## config.mk

```make
export PLATFORM = sky130hd
export DESIGN_NAME = toptop_mixer
export DESIGN_NICKNAME = d
export VERILOG_FILES = /design/src/rtl/toptop_mixer.sv
export SDC_FILE = /design/constraint.sdc
export NUM_CORES = 1
export LEC_CHECK = 0
export ABC_AREA = 1
export CORE_MARGIN = 3
export CORE_UTILIZATION = 40
export CTS_BUF_LIST = sky130_fd_sc_hd__clkbuf_8
export CTS_CLUSTER_SIZE = 40
export DETAILED_ROUTE_END_ITERATION = 7
export SKIP_LAST_GASP = 1
export SLEW_MARGIN = 5
export SYNTH_ARGS = -nofsm -noshare
export SYNTH_HDL_FRONTEND = slang
export SYNTH_SLANG_ARGS = --single-unit
```

## constraint.sdc

```tcl
create_clock -name clk -period 8.33 [get_ports clk]
set_input_delay 1.666 -clock clk [delete_from_list [all_inputs] [get_ports clk]]
set_output_delay 1.666 -clock clk [all_outputs]
set_load 0.1 [all_outputs]
```

## src/rtl/toptop_mixer.sv

```systemverilog
// toptop_mixer: three-voice square-wave synthesiser with a first-order
// sigma-delta modulator producing a 1-bit audio stream.
//
// Ports:
//   clk           system clock, rising-edge active
//   rst           asynchronous reset, active-high
//   in1..in3      voice half-periods in clk cycles (0 mutes the voice),
//                 sampled only on the falling edge of bandera
//   bandera       load/restart strobe; while high, voices and modulator
//                 are held cleared; its falling edge loads new periods
//   salida_audio  registered 1-bit sigma-delta output
module toptop_mixer (
  input  logic        clk,
  input  logic        rst,
  input  logic [28:0] in1,
  input  logic [28:0] in2,
  input  logic [28:0] in3,
  input  logic        bandera,
  output logic        salida_audio
);

  logic [2:0][28:0] p_q, p_d;
  logic [2:0][28:0] c_q, c_d;
  logic [2:0]       s_q, s_d;
  logic [1:0]       acc_q, acc_d;
  logic             bandera_d_q;
  logic             salida_q, salida_d;

  logic [1:0] sum;
  logic [2:0] t;
  logic [2:0] t_m3;

  always_comb begin
    sum  = {1'b0, s_q[0]} + {1'b0, s_q[1]} + {1'b0, s_q[2]};
    t    = {1'b0, acc_q} + {1'b0, sum};
    t_m3 = t - 3'd3;

    p_d      = p_q;
    c_d      = c_q;
    s_d      = s_q;
    acc_d    = acc_q;
    salida_d = 1'b0;

    if (bandera) begin
      c_d   = '0;
      s_d   = '0;
      acc_d = '0;
    end else if (bandera_d_q) begin
      // Falling edge of the strobe: the only moment the inputs are observed.
      p_d   = {in3, in2, in1};
      c_d   = '0;
      s_d   = '0;
      acc_d = '0;
    end else begin
      for (int i = 0; i < 3; i++) begin
        if (p_q[i] == 29'd0) begin
          c_d[i] = '0;
          s_d[i] = 1'b0;
        end else if (c_q[i] == p_q[i] - 29'd1) begin
          // Compare against P-1 so the counter never exceeds P-1,
          // which keeps the all-ones period free of overflow.
          c_d[i] = '0;
          s_d[i] = ~s_q[i];
        end else begin
          c_d[i] = c_q[i] + 29'd1;
        end
      end

      // Quantise against 3 (the full-scale mix); the residue carries
      // forward so the output density tracks SUM/3.
      if (t >= 3'd3) begin
        salida_d = 1'b1;
        acc_d    = t_m3[1:0];
      end else begin
        salida_d = 1'b0;
        acc_d    = t[1:0];
      end
    end
  end

  always_ff @(posedge clk or posedge rst) begin
    if (rst) begin
      p_q         <= '0;
      c_q         <= '0;
      s_q         <= '0;
      acc_q       <= '0;
      bandera_d_q <= 1'b0;
      salida_q    <= 1'b0;
    end else begin
      p_q         <= p_d;
      c_q         <= c_d;
      s_q         <= s_d;
      acc_q       <= acc_d;
      bandera_d_q <= bandera;
      salida_q    <= salida_d;
    end
  end

  assign salida_audio = salida_q;

endmodule

```

After elaboration in Yosys (flattened, before gate mapping)
Index checks and enable logic that the tools add are counted.
{"block": "op_classes", "addsub": 10, "eq_ne": 3, "order_cmp": 1, "muxes": 22, "n_reduce_logical": 7, "n_bitwise": 4}
{"op": "2-to-1 mux 29 bit", "count": 6}
{"op": "2-to-1 mux 87 bit", "count": 2}
{"op": "adder 29 x 1 -> 29 bit (second input constant)", "count": 3}
{"op": "== test 29 bit", "count": 3}
{"op": "logical NOT 29 bit", "count": 3}
{"op": "subtractor 29 x 1 -> 29 bit (second input constant)", "count": 3}
{"op": "nonzero test 4 bit", "count": 3}
{"op": "2-to-1 mux 1 bit", "count": 9}
{"op": "2-to-1 mux 2 bit", "count": 3}
{"op": "2-to-1 mux 3 bit", "count": 2}
{"op": "inverter 1 bit", "count": 4}
{"op": "adder 2 x 2 -> 3 bit", "count": 1}
{"op": "greater-or-equal comparator 3 x 2 -> 1 bit (second input constant)", "count": 1}
{"op": "adder 1 x 1 -> 2 bit", "count": 1}
{"op": "adder 2 x 1 -> 2 bit", "count": 1}
{"op": "AND reduction 2 bit", "count": 1}
{"op": "subtractor 2 bit (second input constant)", "count": 1}
{"block": "word_totals", "input_bits": 90, "output_inout_bits": 1, "elab_cells": 59, "ff_bits": 181}

Depth between registers and ports, before layout
{"block": "logic_depth", "word_depth": 7, "depth_mapped": 17, "ltp_nobuf": 17}

Worst setup path after synthesis
No wires, ideal clock.
{"block": "synth_timing", "path_kind": "input -> register", "from": "in bandera", "to": "reg p_q[79] (netlist bit)", "arrival_time_ps": 2648, "setup_time_ps": 78, "path_stages": 6, "required_time_ps": 8252, "path_slack_ps": 5604, "path_buffers": 2, "cell_sequence": "inv_1 > nand2_1 > clkbuf_1 > clkbuf_1 > nor2_1 > a21oi_1"}
{"block": "synth_via", "elab_chain_cells": 2}
{"item": "from (decl)", "line": "18", "source": "input logic bandera,"}
{"item": "inverter 1 bit (no line)"}
{"item": "AND reduction 2 bit (no line)"}
{"item": "to (signal assigned)", "line": "90", "source": "p_q <= p_d;"}
{"item": "to (decl)", "line": "22", "source": "logic [2:0][28:0] p_q, p_d;"}
No other way between the ends.
A chain may end at the register's enable or synchronous reset.

Worst setup path in the final report
{"block": "layout_timing", "from": "reg salida_q, in the netlist salida_audio", "to": "out salida_audio"}
{"item": "from (decl)", "line": "27", "source": "logic salida_q, salida_d;"}
{"item": "from (signal assigned)", "line": "95", "source": "salida_q <= salida_d;"}
{"item": "to (decl)", "line": "19", "source": "output logic salida_audio"}
No word-level cell between the ends.

==> results.sh <==
export IMPL_status="finished, final reports clean"
export IMPL_clock_skew_ns=0.02513
export IMPL_drt_wl_total_mm=32.34
export IMPL_numCtsBuffers=17
export IMPL_fin_area_um2=13890
export IMPL_portBuffers=90
export IMPL_cap_violations=0
export IMPL_die_width_um=180.7
export IMPL_finalCriticalPeriod_ns=3.710
export IMPL_crit_chain="clkdlybuf4s50_1"
export IMPL_cts_tree="done"
export IMPL_synth_edf_count=0
export IMPL_synth_adder_area_share_pct=1.148
export IMPL_fin_tns_setup_ns=0
export IMPL_avgSynthCellArea_um2=6.831
export IMPL_core_um2=29870
export IMPL_ys_ff_latch=181
export IMPL_pre_cts_ws_ns=4.162
export IMPL_path_buf_inv=1
export IMPL_num_antenna_cells=0
export IMPL_cts_hold_buffers_added=0
export IMPL_stdcell_count=2274
export IMPL_synth_compound_area_share_pct=4.889
export IMPL_timing_rr_start="p_q[29]$_DFFE_PP0P_"
export IMPL_top_layer="met4"
export IMPL_htreeDepth=4
export IMPL_ctsRootBufferMaster="clkbuf_8"
export IMPL_relSlewSlack_pct=31.45
export IMPL_critPathTopFamily="buffers and inverters"
export IMPL_peakVddDrop_mv=0.08699
export IMPL_finalHoldViolCount=0
export IMPL_gp_congestion=0.9238
export IMPL_hold_class="flip-flop to flip-flop"
export IMPL_ioPinCount=91
export IMPL_min_period_over_period_pct=44.54
export IMPL_ys_flop_type="dfrtp_1"
export IMPL_hpwl_mm=25.05
export IMPL_p_per_area_nw_per_um2=143.6
export IMPL_drive_gt1_share_pct=5.626
export IMPL_dieArea_um2=32650
export IMPL_drv_slew=0
export IMPL_combPwrFrac_pct=17.5
export IMPL_syn_area_um2=12210
export IMPL_crit_slowest_cell="clkdlybuf4s50_1"
export IMPL_drtIter0Drc=678
export IMPL_utilization_pct=46.49
export IMPL_mostFrequentLayoutCell="nand2_1"
export IMPL_m1WireLength_mm=15.96
export IMPL_grt_pass1_wl_mm=53.85
export IMPL_grt_usage_pct=19.91
export IMPL_start_util_pct=40.86
export IMPL_crit_arrival_ns=2.04
export IMPL_layout_area_overhead_vs_synth_pct=13.78
export IMPL_grt_pass1_vias=10790
export IMPL_drt_pass1_iter_count=5
export IMPL_drc=0
export IMPL_synth_mux_area_share_pct=1.937
export IMPL_setup_ws_ns=4.620
export IMPL_end_kind="output port"
export IMPL_required_ns=6.66
export IMPL_power_leakage_uw=0.006203
export IMPL_cts_resized_gates=0
export IMPL_crit_type="flip-flop to output port"
export IMPL_synthXorXnorAreaFrac_pct=8.682
export IMPL_min_from="c_q[58]$_DFF_PP0_"
export IMPL_dpl_cell_area_um2=13490
export IMPL_final_nets=1971
export IMPL_synth_top_family_by_area="simple AND/OR/NAND/NOR gates"
export IMPL_fill_cells=3059
export IMPL_multiInputGateArea_um2=6685
export IMPL_syn_nets=1887
export IMPL_clk_latency_ns=0.50
export IMPL_grt_start_max_net_pins=112
export IMPL_startpoint_type="flip-flop"
export IMPL_startpoint="salida_audio$_DFF_PP0_"
export IMPL_met2_length_mm=14.57
export IMPL_ys_seq_area_share_pct=37.11
export IMPL_yosys_warnings=0
export IMPL_path_clk_slew_ns=0.11
export IMPL_wl_met3_mm=1.086
export IMPL_p_switching_uw=650.2
export IMPL_finalSetupViolCount=0
export IMPL_wl_per_cell_um=14.22
export IMPL_p_sw_share_pct=32.60
export IMPL_p_int_uw=1345
export IMPL_async_reset_ff_share_pct=100.0
export IMPL_clockBufferDepth=2
export IMPL_path_max_fanout=1
export IMPL_p_seq_share_pct=50.8
export IMPL_synth_cell_type_count=41
export IMPL_grt_setup_unrepaired="false"
export IMPL_final_cell_mix="442 x nand2_1, 376 x nor2_1, 221 x inv_1"
export IMPL_grt_overflow_total=0
export IMPL_seq_area_um2=4529
export IMPL_dp_cells=2242
export IMPL_vias=11270
export IMPL_cts_sinks=181
export IMPL_ant_nets=0
export IMPL_max_freq_mhz=269.5
export IMPL_antenna_found_initial=0
export IMPL_die_height_um=180.7
export IMPL_worstMarginPinSlew_ns=1.028
export IMPL_viasPerCell=4.954
export IMPL_cpPeakStageDelay_ns=1.15
export IMPL_rows=63
export IMPL_syn_instance_count=1787
export IMPL_synthSimpleGateAreaFrac_pct=38.05
export IMPL_clockPowerShare_pct=31.7
export IMPL_post_cts_buffers=0
## through the flow
| step | hold WS [ns] | total power (µW) |
|---|---|---|
| floorplan | 0.4510 | 1254 |
| global route | 0.5353 | 2107 |
| detailed placement | 0.4862 | 1379 |
| CTS | 0.5032 | 2018 |
| finish | 0.5020 | 1995 |
| global placement | 0.4768 | 1374 |
## final cells by class
class | instances | share of cell area (%)
Clock buffer | 18 | 1.784
Clock inverter | 14 | 1.117
Inverter | 227 | 6.189
Multi-Input combinational cell | 1351 | 48.14
Sequential cell | 181 | 32.61
Tap cell | 390 | 3.514
Timing Repair Buffer | 93 | 6.649
## cells by family (layout without fill, tap and decap cells)
family                     count (synthesis)  count (layout)
adders and majority gates                 10              10
buffers and inverters                    255             352
and+or+nand+nor                         1086            1086
xor gates and xnor gates                 121             121
muxes                                     21              21
DFF                                      181             181
AOI/OAI and AO/OA                        113             113
## routing by layer
| layer | vias to the layer above | track usage (%) |
|---|---|---|
| met1 | 5208 | 28.07 |
| met2 | 218 | 31.84 |
| li1 | 5791 | - |
| met4 | 0 | 5.987 |
| met3 | 49 | 2.960 |
| met5 | - | 0 |
## power groups by stage
stage / registers, µW / logic [µW] / clock network (µW)
finish: 1010 / 349 / 633
global route: 1020 / 401 / 683
CTS: 1010 / 352 / 653
detailed placement: 1030 / 350 / 0
global placement: 1030 / 344 / 0
floorplan: 1000 / 251 / 0
## state kept, by name, summed over array words and instances, names as in the netlist
| name | flops |
|---|---|
| acc_q | 2 |
| bandera_d_q | 1 |
| c_q | 87 |
| p_q | 87 |
| s_q | 3 |
| salida_audio | 1 |
## synth_stat cells (12+ instances only)
cell / count / share of area, %
dfrtp_1: 181 / 37
nand3_1: 114 / 4.7
clkbuf_1: 18 / 0.55
inv_1: 222 / 6.8
mux2_2: 21 / 1.9
o21ai_0: 27 / 1.1
nor3_1: 37 / 1.5
nor4_1: 15 / 0.77
a21oi_1: 72 / 3.0
xnor2_1: 43 / 3.1
xor2_1: 78 / 5.6
nand2_1: 443 / 14
nor2_2: 20 / 1.0
nor2_1: 376 / 12
nand3b_1: 12 / 0.74
nand4_1: 43 / 2.2
## worst paths after layout
path | endpoint | slack (ns) | depth (start not counted)
worst min-delay path | c_q[58]$_DFF_PP0_ | 0.50 | 1
min in group asynchronous | p_q[61]$_DFFE_PP0P_ | 1.69 | 2
worst max register to register | c_q[47]$_DFF_PP0_ | 5.51 | 13
worst max-delay path | salida_audio | 4.62 | 1
worst min register to register | c_q[58]$_DFF_PP0_ | 0.50 | 1
max in group asynchronous | c_q[40]$_DFF_PP0_ | 5.18 | 3
No activity file was read; power rests on OpenSTA's default activity.
